==> src/rtl/prog_loader_pkg.sv <==
// Shared types and constants for the serial program loader.
// PROG_LOADER_CKSUM_EN adds the CKSUM state.
package prog_loader_pkg;
  localparam int ADDR_W_DEF = 14;
  localparam int WORD_W_DEF = 19;
  localparam logic [7:0] HDR_BYTE = 8'hA5;

  typedef enum logic [3:0] {
    IDLE,
    ADDR_H,
    ADDR_L,
    CNT_H,
    CNT_L,
    DATA0,
    DATA1,
    DATA2
`ifdef PROG_LOADER_CKSUM_EN
    ,
    CKSUM
`endif
  } state_t;
endpackage

==> src/rtl/prog_loader.sv <==
// Byte-stream program loader: frame parse, memory writes, CPU hold.
// Define PROG_LOADER_CKSUM_EN to check a trailing XOR checksum byte.
module prog_loader
  import prog_loader_pkg::*;
#(
  parameter int ADDR_W = ADDR_W_DEF,
  parameter int WORD_W = WORD_W_DEF
) (
  input  logic              clk,
  input  logic              rst_n,
  input  logic [7:0]        in_data,
  input  logic              in_valid,
  output logic              in_ready,
  output logic [ADDR_W-1:0] address,
  output logic [WORD_W-1:0] data,
  output logic              we,
  output logic              cpu_hold,
  output logic              done,
  output logic              error
);

  localparam int AH_W = ADDR_W - 8;
  localparam int B0_W = WORD_W - 16;

  state_t            r_state;
  state_t            w_next;
  logic [AH_W-1:0]   r_ah;
  logic [7:0]        r_ch;
  logic [15:0]       r_cnt;
  logic [B0_W-1:0]   r_b0;
  logic [7:0]        r_b1;
  logic [ADDR_W-1:0] r_addr;
  logic [WORD_W-1:0] r_data;
  logic              r_we;
  logic              r_done;
  logic              r_hold;
  logic              w_we_n;
  logic              w_done_n;
  logic [15:0]       w_cnt16;
  logic [ADDR_W-1:0] w_addr;
  logic              w_last;
`ifdef PROG_LOADER_CKSUM_EN
  logic [7:0]        r_ck;
  logic              r_err;
  logic              w_err_n;
`endif

  assign w_cnt16 = {r_ch, in_data};
  assign w_addr  = {r_ah, in_data};
  assign w_last  = (r_cnt == 16'd1);

  always_ff @(posedge clk or negedge rst_n) begin
    if (!rst_n) r_state <= IDLE;
    else        r_state <= w_next;
  end

  always_comb begin
    w_next   = r_state;
    w_we_n   = 1'b0;
    w_done_n = 1'b0;
`ifdef PROG_LOADER_CKSUM_EN
    w_err_n  = 1'b0;
`endif
    if (in_valid) begin
      unique case (r_state)
        IDLE:   if (in_data == HDR_BYTE) w_next = ADDR_H;
        ADDR_H: w_next = ADDR_L;
        ADDR_L: w_next = CNT_H;
        CNT_H:  w_next = CNT_L;
        CNT_L: begin
          if (w_cnt16 == 16'd0) begin
`ifdef PROG_LOADER_CKSUM_EN
            w_next = CKSUM;
`else
            w_next   = IDLE;
            w_done_n = 1'b1;
`endif
          end else begin
            w_next = DATA0;
          end
        end
        DATA0:  w_next = DATA1;
        DATA1:  w_next = DATA2;
        DATA2: begin
          w_we_n = 1'b1;
          if (w_last) begin
`ifdef PROG_LOADER_CKSUM_EN
            w_next = CKSUM;
`else
            w_next   = IDLE;
            w_done_n = 1'b1;
`endif
          end else begin
            w_next = DATA0;
          end
        end
`ifdef PROG_LOADER_CKSUM_EN
        CKSUM: begin
          w_next = IDLE;
          if (in_data == r_ck) w_done_n = 1'b1;
          else                 w_err_n  = 1'b1;
        end
`endif
        default: w_next = IDLE;
      endcase
    end
  end

  always_ff @(posedge clk or negedge rst_n) begin
    if (!rst_n) begin
      r_ah   <= '0;
      r_ch   <= '0;
      r_cnt  <= '0;
      r_b0   <= '0;
      r_b1   <= '0;
      r_addr <= '0;
      r_data <= '0;
      r_we   <= 1'b0;
      r_done <= 1'b0;
      r_hold <= 1'b0;
    end else begin
      r_we   <= w_we_n;
      r_done <= w_done_n;
      if (r_we) r_addr <= r_addr + ADDR_W'(1);
      if (done | error) r_hold <= 1'b0;
      if (in_valid) begin
        unique case (r_state)
          IDLE:   if (in_data == HDR_BYTE) r_hold <= 1'b1;
          ADDR_H: r_ah <= in_data[AH_W-1:0];
          ADDR_L: r_addr <= w_addr;
          CNT_H:  r_ch <= in_data;
          CNT_L:  r_cnt <= w_cnt16;
          DATA0:  r_b0 <= in_data[B0_W-1:0];
          DATA1:  r_b1 <= in_data;
          DATA2: begin
            r_data <= {r_b0, r_b1, in_data};
            r_cnt  <= r_cnt - 16'd1;
          end
          default: ;
        endcase
      end
    end
  end

`ifdef PROG_LOADER_CKSUM_EN
  // Running XOR covers every byte between header and checksum.
  always_ff @(posedge clk or negedge rst_n) begin
    if (!rst_n) begin
      r_ck  <= '0;
      r_err <= 1'b0;
    end else begin
      r_err <= w_err_n;
      if (in_valid) begin
        if (r_state == IDLE)       r_ck <= '0;
        else if (r_state != CKSUM) r_ck <= r_ck ^ in_data;
      end
    end
  end
  assign error = r_err;
`else
  assign error = 1'b0;
`endif

  assign in_ready = rst_n;
  assign address  = r_addr;
  assign data     = r_data;
  assign we       = r_we;
  assign done     = r_done;
  assign cpu_hold = r_hold;

endmodule

==> config.mk <==
export PLATFORM = sky130hd
export DESIGN_NAME = prog_loader
export DESIGN_NICKNAME = d
export VERILOG_FILES = /design/src/rtl/prog_loader_pkg.sv /design/src/rtl/prog_loader.sv
export SDC_FILE = /design/constraint.sdc
export NUM_CORES = 1
export LEC_CHECK = 0
export ABC_AREA = 1
export BUFFER_PORTS_ARGS = -buffer_cell sky130_fd_sc_hd__buf_2
export CORE_MARGIN = 4
export CORE_UTILIZATION = 40
export CTS_BUF_LIST = sky130_fd_sc_hd__clkbuf_16
export DETAILED_ROUTE_END_ITERATION = 10
export MAX_ROUTING_LAYER = met4
export PLACE_DENSITY = 0.64
export SLEW_MARGIN = 30
export SYNTH_ARGS = -nofsm -noshare
export SYNTH_HDL_FRONTEND = slang
export SYNTH_SLANG_ARGS = --single-unit
export TNS_END_PERCENT = 5
==> constraint.sdc <==
create_clock -name clk -period 2.4 [get_ports clk]
set_input_delay 0.48 -clock clk [delete_from_list [all_inputs] [get_ports clk]]
set_output_delay 0.48 -clock clk [all_outputs]
set_load 0.005 [all_outputs]
==> impl_metrics.json, run 1 <==
{
  "status": "finished clean",
  "whs_ps": 157,
  "maxCapViolations": 0,
  "yosys-mux-area-fraction_pct": 0.252,
  "async_reset_ff_share_pct": 100,
  "synth_top_family_by_area": "simple AND/OR/NAND/NOR gates",
  "yosysTopAreaCell": "dfrtp_1",
  "synth_area_mm2": 0.00398,
  "cts_hold_buf": 0,
  "numPortBuffers": 47,
  "cp.arrival_ps": 1960,
  "synth.distinct_cells": 34,
  "synth-compound-area-share_pct": 12.6,
  "viasPerCell": 5.04,
  "crit_fanout": 17,
  "synthXorXnorAreaFrac_pct": 0.881,
  "synth_nets": 522,
  "ys_ff_latch": 80,
  "fmax_ghz": 0.576,
  "grt_pass1_vias": 3223,
  "synth.area.top_cells": "dfrtp_1, nand2_1, o21ai_0, nor2_1, inv_1",
  "critPathRequiredTime_ps": 2620,
  "ant_nets": 0,
  "drc": 0,
  "cp-start-kind": "flip-flop",
  "die-area_mm2": 0.0116,
  "placed_area_mm2": 0.00430,
  "grt_max_degree": 81,
  "synth-simple-area-share_pct": 28.0,
  "p_per_area_mw_per_mm2": 1240,
  "grt_overflow_total": 0,
  "clkLatencyLatePin_ps": 340,
  "critPathBufInv": 2,
  "cts_buffers": 9,
  "grt_setup_unrepaired": "no",
  "final_area_mm2": 0.00461,
  "slew-limit-headroom_pct": 65.8,
  "detail_route.wl_per_cell_um": 13.8,
  "drv_slew": 0,
  "drt_pass1_iterations": 5,
  "cts-root-buf": "clkbuf_16",
  "synthCells": 508,
  "path_cells": "nand2_1 -> inv_2 -> o21ai_4 -> inv_2 -> o21ai_0 -> o21bai_1 -> nand2_1",
  "die-width_um": 108,
  "num_io_pins": 49,
  "grt_pass1_wl_mm": 16.0,
  "clkTransAtPathRegs_ps": 70,
  "grt_usage_pct": 18.2,
  "synthTopCellsByCount": "nand2_1, dfrtp_1, o21ai_0, nor2_1, inv_1",
  "num_antenna_cells": 0,
  "total_leakage_power_nw": 2.34,
  "wirelength_mm": 9.55,
  "hpwl_mm": 6.72,
  "period_share_pct": 72.4,
  "critPathKind": "flip-flop to flip-flop",
  "ir_drop_mv": 0.540,
  "drive_gt1_share_pct": 14.7,
  "synth_most_common_cell": "nand2_1",
  "hp-class": "primary input to async pin",
  "synth_fa_ha_area_share_pct": 0.944,
  "max_stage_delay_ps": 420,
  "synth.avg_cell_area_um2": 7.83,
  "cts_resized": 0,
  "grt_antenna_before_repair": 0,
  "cts_tree": "yes",
  "drt-initial-drc-count": 228,
  "seq_area_frac_synth_pct": 50.3,
  "fin_crit_ps": 1740,
  "crit_family": "compound AO/OA/AOI/OAI gates",
  "initial_utilization_pct": 40.9,
  "ys.warnings.count": 0,
  "rows": 36,
  "end_kind": "flip-flop",
  "hold_viol_final": 0,
  "die_height_um": 108,
  "cts_setup_buffers": 0,
  "fin_nets": 567,
  "power_mw": 5.73,
  "vias": 3484,
  "crit_path_top_delay_cell": "dfrtp_1",
  "tightestPinTransition_ps": 510,
  "area_delta_synth_final_pct": 16.0,
  "cts.sinks": 80,
  "synth_edf_count": 0,
  "core-area_mm2": 0.00973,
  "gp_congestion": 0.901,
  "yosysTopAreaCellShare_pct": 50.3,
  "synth_flop_cell": "dfrtp_1",
  "skew_ps": 7.77,
  "clockBufferDepth": 2,
  "h-tree-depth": 3,
  "setup_violations": 0,
  "finalSetupTns_ps": 0
}
[power by group]
group          internal (mW)  leakage [nW]  switching [mW]  total (mW)
clock                  0.830         0.150           0.605        1.43
combinational          0.720          1.18            1.15        1.87
sequential              1.92          1.01           0.505        2.43
[per-stage QoR]
step / utilization, % / instances / setup WS, ps
after floorplan: - / 508 / 969
after CTS: 47.4 / 691 / 695
final: 47.4 / 691 / 663
after global placement: 44.2 / 675 / 664
after global routing: 47.4 / 691 / 529
after detailed placement: 44.2 / 675 / 550
[worst paths after layout]
| check | start | end | slack, ps | cells past startpoint |
|---|---|---|---|---|
| hold / removal | rst_n | address[11] | 160 | 2 |
| max in group asynchronous | rst_n | r_state[1] | 1880 | 2 |
| setup / recovery | r_state[0] | r_cnt[13] | 660 | 7 |
| min in group clk | done | cpu_hold | 450 | 1 |
| hold reg to reg | done | cpu_hold | 450 | 1 |
| setup reg to reg | r_state[0] | r_cnt[13] | 660 | 7 |
[placed cells by master, fill, tap and decap left out, types with 2 or more instances in the layout]
master	Yosys	routed
nand2_1	171	171
dfrtp_1	80	80
o21ai_0	57	57
buf_2	7	46
nor2_1	41	41
inv_1	40	40
nand3_1	27	27
a21oi_1	17	17
o21ai_1	10	10
clkbuf_16	0	9
nand4_1	8	8
inv_2	5	5
nand3b_1	4	4
nor2_2	3	3
nor3_1	3	3
or2_2	3	3
ha_1	3	3
nor2_4	2	2
xor2_1	2	2
xnor2_1	2	2
o22ai_1	2	2
o21a_1	2	2
o211ai_1	2	2
inv_6	0	2
inv_8	0	2
buf_4	3	2
[metal layers]
metal | track usage [%] | wire length, um
met1 | 24.8 | 4590
met2 | 27.2 | 4330
met3 | 4.20 | 519
met4 | 5.32 | 110
met5 | - | 0
[cell type report]
type,count,area (um^2)
Inverter,45,169
Timing Repair Buffer,49,265
Tap cell,133,166
Sequential cell,80,2000
Clock inverter,7,86.3
Fill cell,972,5110
Clock buffer,9,225
Multi-Input combinational cell,368,1700
[registers in the layout, summed over array words and instances (netlist names)]
signal,flops
address,14
cpu_hold,1
data,19
done,1
r_ah,6
r_b0,3
r_b1,8
r_ch,8
r_cnt,16
r_state,3
we,1
[cell families (layout without fill, tap and decap cells)]
family,count (synthesis),after routing
other cells,1,1
mux,1,1
buf+inv,60,110
xor+xnor,4,4
simple gates,265,265
compound gates,94,94
flops,80,80
fa+ha+maj,3,3
Note: power is estimated with default switching activity, not from simulation.
==> run 2: changes to the inputs <==
Settings changed: PLACE_DENSITY 0.64 to 0.66.
Clock period 2.4 ns to 1.4 ns, I/O delays scaled along.
==> run 2 against run 1 <==
The run now ends with negative hold slack, negative setup slack left. Core utilization grew 4.4 points. Sequential share of layout area shrank 3.6 points. Die area unchanged. Total power rose by 88%. Critical path depth rose by 2. Critical path type unchanged. Critical endpoint is now r_state[1]. Largest cell class unchanged. Largest power group unchanged.
==> impl_metrics.json, run 2 (synthesis gave the netlist of run 1 again) <==
{
  "status": "finished, violations left",
  "violations": "negative hold slack, negative setup slack",
  "placed_area_mm2": 0.00459,
  "clockBufferDepth": 2,
  "startpoint": "r_state[0]",
  "cp-start-kind": "flip-flop",
  "seq_power_share_pct": 38.5,
  "end_kind": "flip-flop",
  "fin_nets": 604,
  "grt_antenna_before_repair": 0,
  "layout_common_cells": "nand2_1, dfrtp_1, o21ai_0",
  "wirelength_mm": 10.1,
  "fmax_ghz": 0.695,
  "cp.arrival_ps": 1680,
  "gp_congestion": 0.923,
  "num_io_pins": 49,
  "grt_usage_pct": 18.8,
  "critPathRequiredTime_ps": 1640,
  "r2r_start": "r_state[0]",
  "p_switching_mw": 4.13,
  "cts_buffers": 9,
  "crit_fanout": 4,
  "cts_tree": "yes",
  "hp-class": "primary input to async pin",
  "die_height_um": 108,
  "skew_ps": 7.52,
  "period_share_pct": 103,
  "path_cells": "buf_4 -> nor2_2 -> buf_4 -> nand2_1 -> inv_1 -> nand2_1 -> nand2_1 -> inv_1 -> o21ai_0",
  "grt_pass1_wl_mm": 16.6,
  "maxCapViolations": 0,
  "clkLatencyLatePin_ps": 340,
  "grt_max_degree": 81,
  "cts.sinks": 80,
  "p_per_area_mw_per_mm2": 2140,
  "die-width_um": 108,
  "viasPerCell": 5.00,
  "drt_pass1_iterations": 5,
  "vias": 3640,
  "max_stage_delay_ps": 420,
  "p_sw_share_pct": 38.3,
  "ir_drop_mv": 0.892,
  "die-area_mm2": 0.0116,
  "r2r-end": "r_state[1]",
  "drc": 0,
  "initial_utilization_pct": 40.9,
  "nFillCells": 933,
  "largest_reg_flops": 19,
  "grt_pass1_vias": 3399,
  "h-tree-depth": 3,
  "fin_crit_ps": 1440,
  "setup_ws_ps": -39.6,
  "power_frac_comb_pct": 37.2,
  "grt_setup_unrepaired": "yes",
  "grt_overflow_total": 0,
  "detail_route.wl_per_cell_um": 13.8,
  "mostFrequentLayoutCell": "nand2_1",
  "hold_viol_final": 11,
  "critPathKind": "flip-flop to flip-flop",
  "internal-power_mw": 6.66,
  "total_leakage_power_nw": 2.54,
  "cts_hold_buf": 0,
  "drt-initial-drc-count": 171,
  "whs_ps": -11.7,
  "ant_nets": 0,
  "power_mw": 10.8,
  "p_clk_share_pct": 24.3,
  "rrSetupSlack_ps": -40,
  "cts-root-buf": "clkbuf_16",
  "numPortBuffers": 47,
  "clkTransAtPathRegs_ps": 70,
  "final_util_pct": 51.8,
  "area_delta_synth_final_pct": 26.7,
  "setup_violations": 5,
  "num_antenna_cells": 0,
  "drv_slew": 0,
  "rows": 36,
  "crit_path_top_delay_cell": "dfrtp_1",
  "final_area_mm2": 0.00504,
  "crit_end": "r_state[1]",
  "worstRegToRegCells": 9,
  "core-area_mm2": 0.00973,
  "hpwl_mm": 7.15,
  "drive_gt1_share_pct": 24.2,
  "crit_top_cell": "nand2_1"
}
[run 2: routing by layer]
metal  share of wire, %  track usage, %  routed length (um)
met1                 46            24.6                4590
met4                1.6            6.58                 157
met2                 48            29.8                4780
met3                5.2            2.94                 525
met5                  0               -                   0
[run 2: worst min-delay path by stage]
stage / from / to / cells after the start
detailed placement: rst_n / data[18] / 2
floorplan: rst_n / address[0] / 0
global route: rst_n / data[18] / 2
global placement: rst_n / data[18] / 2
finish: rst_n / data[18] / 2
CTS: rst_n / data[18] / 2
[run 2: final cells by class]
cell class                 count  area, um^2  area share, %
timing repair buffer          86         572           11.3
clock inverter                 7         111           2.21
sequential                    80        2010           39.8
clock buffer                   9         225           4.47
inverter                      45         181           3.60
multi-input combinational    368        1780           35.3
tap                          133         166           3.30
[run 2: critical path, delay by kind of cell, from the launching register on]
kind	cells	cell delay (ps)
buffers and inverters	4	400
AND/OR/NAND/NOR	4	360
flip-flops	1	420
AO/OA/AOI/OAI	1	170
[run 2: power by group through the flow]
stage / Sequential, mW / Clock, mW / Combinational [mW]
2_1_floorplan: 4.03 / 0 / 2.29
3_3_place_gp: 4.08 / 0 / 3.66
3_5_place_dp: 4.11 / 0 / 3.77
4_1_cts: 4.10 / 2.67 / 3.90
5_1_grt: 4.28 / 2.78 / 4.63
6_report: 4.15 / 2.62 / 4.02
[run 2: metrics by stage]
stage	TNS (ps)	instances	setup WS (ps)
3_3_place_gp	-18.4	709	-18.4
2_1_floorplan	0	508	18.9
4_1_cts	-176	727	-53.3
6_report	-99.1	728	-39.6
3_5_place_dp	-453	709	-63.3
5_1_grt	-1830	728	-176
[run 2: timing repair]
item	CTS	global route
endpoints found under the hold margin	0	0
endpoints found under the setup margin	20	69
pin swaps	5	6
buffers inserted	2	1
resized for setup	12	28
==> run 3: changes to the inputs <==
Settings changed: PLACE_DENSITY 0.66 to 0.64.
Clock period 1.4 ns to 1.7 ns, I/O delays scaled along.
==> run 3 against run 2 <==
The run now ends clean. Final cell count fell by 4.0%. Wire length decreased by 4.8%. Critical path depth shrank 2. Maximum frequency down 10%. Global-route usage down 1.4 points. Hold slack improved by 42 ps. Sequential cell count unchanged. Sequential share of layout area increased by 2.7 points. Clock power decreased by 18%. Clock skew about the same. Non-clock buffer count fell by 29. Final area is 6.6% lower. Largest cell class unchanged.
==> impl_metrics.json, run 3 (synthesis gave the netlist of run 1 again) <==
{
  "die-area_mm2": 0.0116,
  "status": "finished clean",
  "p_per_area_mw_per_mm2": 1760,
  "internal-power_mw": 5.10,
  "numPortBuffers": 47,
  "h-tree-depth": 3,
  "grt_max_degree": 81,
  "total_leakage_power_nw": 2.39,
  "drive_gt1_share_pct": 16.1,
  "ant_nets": 0,
  "cts_setup_buffers": 0,
  "cts.sinks": 80,
  "grt_pass1_wl_mm": 15.5,
  "wirelength_mm": 9.58,
  "crit_fanout": 26,
  "ir_drop_mv": 0.736,
  "grt_util_met1_pct": 23.2,
  "cp-start-kind": "flip-flop",
  "num_io_pins": 49,
  "clockBufferDepth": 2,
  "cts-root-buf": "clkbuf_16",
  "layout_common_cells": "nand2_1, dfrtp_1, o21ai_0",
  "grt_overflow_total": 0,
  "critPathRequiredTime_ps": 1920,
  "setup_violations": 0,
  "grt_usage_pct": 17.4,
  "period_share_pct": 94.5,
  "cp.arrival_ps": 1830,
  "hp-class": "primary input to async pin",
  "mostFrequentLayoutCell": "nand2_1",
  "fin_nets": 575,
  "initial_utilization_pct": 40.9,
  "preCtsSetupSlack_ps": 90.1,
  "cts_buffers": 9,
  "num_antenna_cells": 0,
  "detail_route.wl_per_cell_um": 13.7,
  "grtUsageMet2_pct": 26.7,
  "drt_pass1_iterations": 5,
  "drt-initial-drc-count": 203,
  "drc": 0,
  "fmax_ghz": 0.623,
  "die_height_um": 108,
  "power_frac_comb_pct": 32.6,
  "p_clk_share_pct": 26.0,
  "cts_tree": "yes",
  "finalNonFillerCells": 699,
  "viasPerCell": 5.01,
  "fin_crit_ps": 1610,
  "grt_setup_unrepaired": "yes",
  "maxCapViolations": 0,
  "hold_viol_final": 0,
  "grt_use_met3_pct": 4.32,
  "rows": 36,
  "clkTransAtPathRegs_ps": 70,
  "largest_reg_flops": 19,
  "core-area_mm2": 0.00973,
  "grt_pass1_vias": 3235,
  "p_sw_share_pct": 38.4,
  "seq_power_share_pct": 41.4,
  "vias": 3499,
  "gp_congestion": 0.879,
  "skew_ps": 7.25,
  "setup_ws_ps": 93.7,
  "clkLatencyLatePin_ps": 330,
  "area_delta_synth_final_pct": 18.3,
  "die-width_um": 108,
  "drv_slew": 0,
  "end_kind": "flip-flop",
  "critPathKind": "flip-flop to flip-flop",
  "gr-max-usage-layer": "met2",
  "hpwl_mm": 6.86,
  "p_switching_mw": 3.18,
  "cts_hold_buf": 0,
  "grt_antenna_before_repair": 0,
  "dp_cells": 683
}
[run 3: cell types whose count changed in the layout (fill, tap and decap cells not counted), sizes merged]
cell	change
buf	-29
[run 3: power by group through the flow]
stage | Sequential (mW) | Clock, mW | Combinational, mW
after detailed placement | 3.44 | 0 | 2.70
final | 3.43 | 2.15 | 2.70
after global routing | 3.54 | 2.29 | 3.13
after CTS | 3.42 | 2.21 | 2.71
after floorplan | 3.31 | 0 | 1.87
after global placement | 3.41 | 0 | 2.63
[run 3: per-layer routing]
metal	wire length (um)	up-vias
li1	-	1746
met1	4500	1651
met2	4480	96
met3	538	6
met4	55	0
met5	0	-
[run 3: path summary, 6_finish.rpt]
kind / startpoint / endpoint / slack, ps / cells after the start
worst max-delay path: r_state[0] / r_cnt[12] / 90 / 7
worst min-delay path: rst_n / address[11] / 30 / 2
worst max register to register: r_state[0] / r_cnt[12] / 90 / 7
worst min register to register: done / cpu_hold / 450 / 1
max in group asynchronous: rst_n / data[8] / 1320 / 2
min in group clk: in_data[6] / address[6] / 310 / 3
[run 3: area by class of cell]
class / instances / area [um^2]
Tap cell: 133 / 166
Timing Repair Buffer: 57 / 325
Clock inverter: 7 / 109
Fill cell: 976 / 5020
Multi-Input combinational cell: 368 / 1710
Clock buffer: 9 / 225
Inverter: 45 / 170
Sequential cell: 80 / 2000
[run 3: critical path, stage by stage (launching register included)]
cell and delay, ps:
dfrtp_1 420, nand2_1 120, inv_2 80, nand2_4 90, clkinv_2 280, or2_2 380
nand3_1 80, nand2_1 50
[run 3: timing repair]
| action | in CTS | in global routing |
|---|---|---|
| endpoints found under the setup margin | 0 | 4 |
| hold endpoints to repair | 0 | 0 |
| resized for setup | 0 | 3 |
[run 3: stage by stage]
stage | utilization, % | area [um^2] | TNS, ps | hold WS (ps) | power [mW]
2_1_floorplan | - | 3980 | 0 | 44.4 | 5.18
3_3_place_gp | 44.8 | 4360 | 0 | 428 | 6.04
3_5_place_dp | 44.8 | 4360 | 0 | 427 | 6.13
4_1_cts | 48.3 | 4700 | 0 | 64.2 | 8.34
5_1_grt | 48.4 | 4710 | -5.35 | 75.0 | 8.96
6_report | 48.4 | 4710 | 0 | 30.7 | 8.28
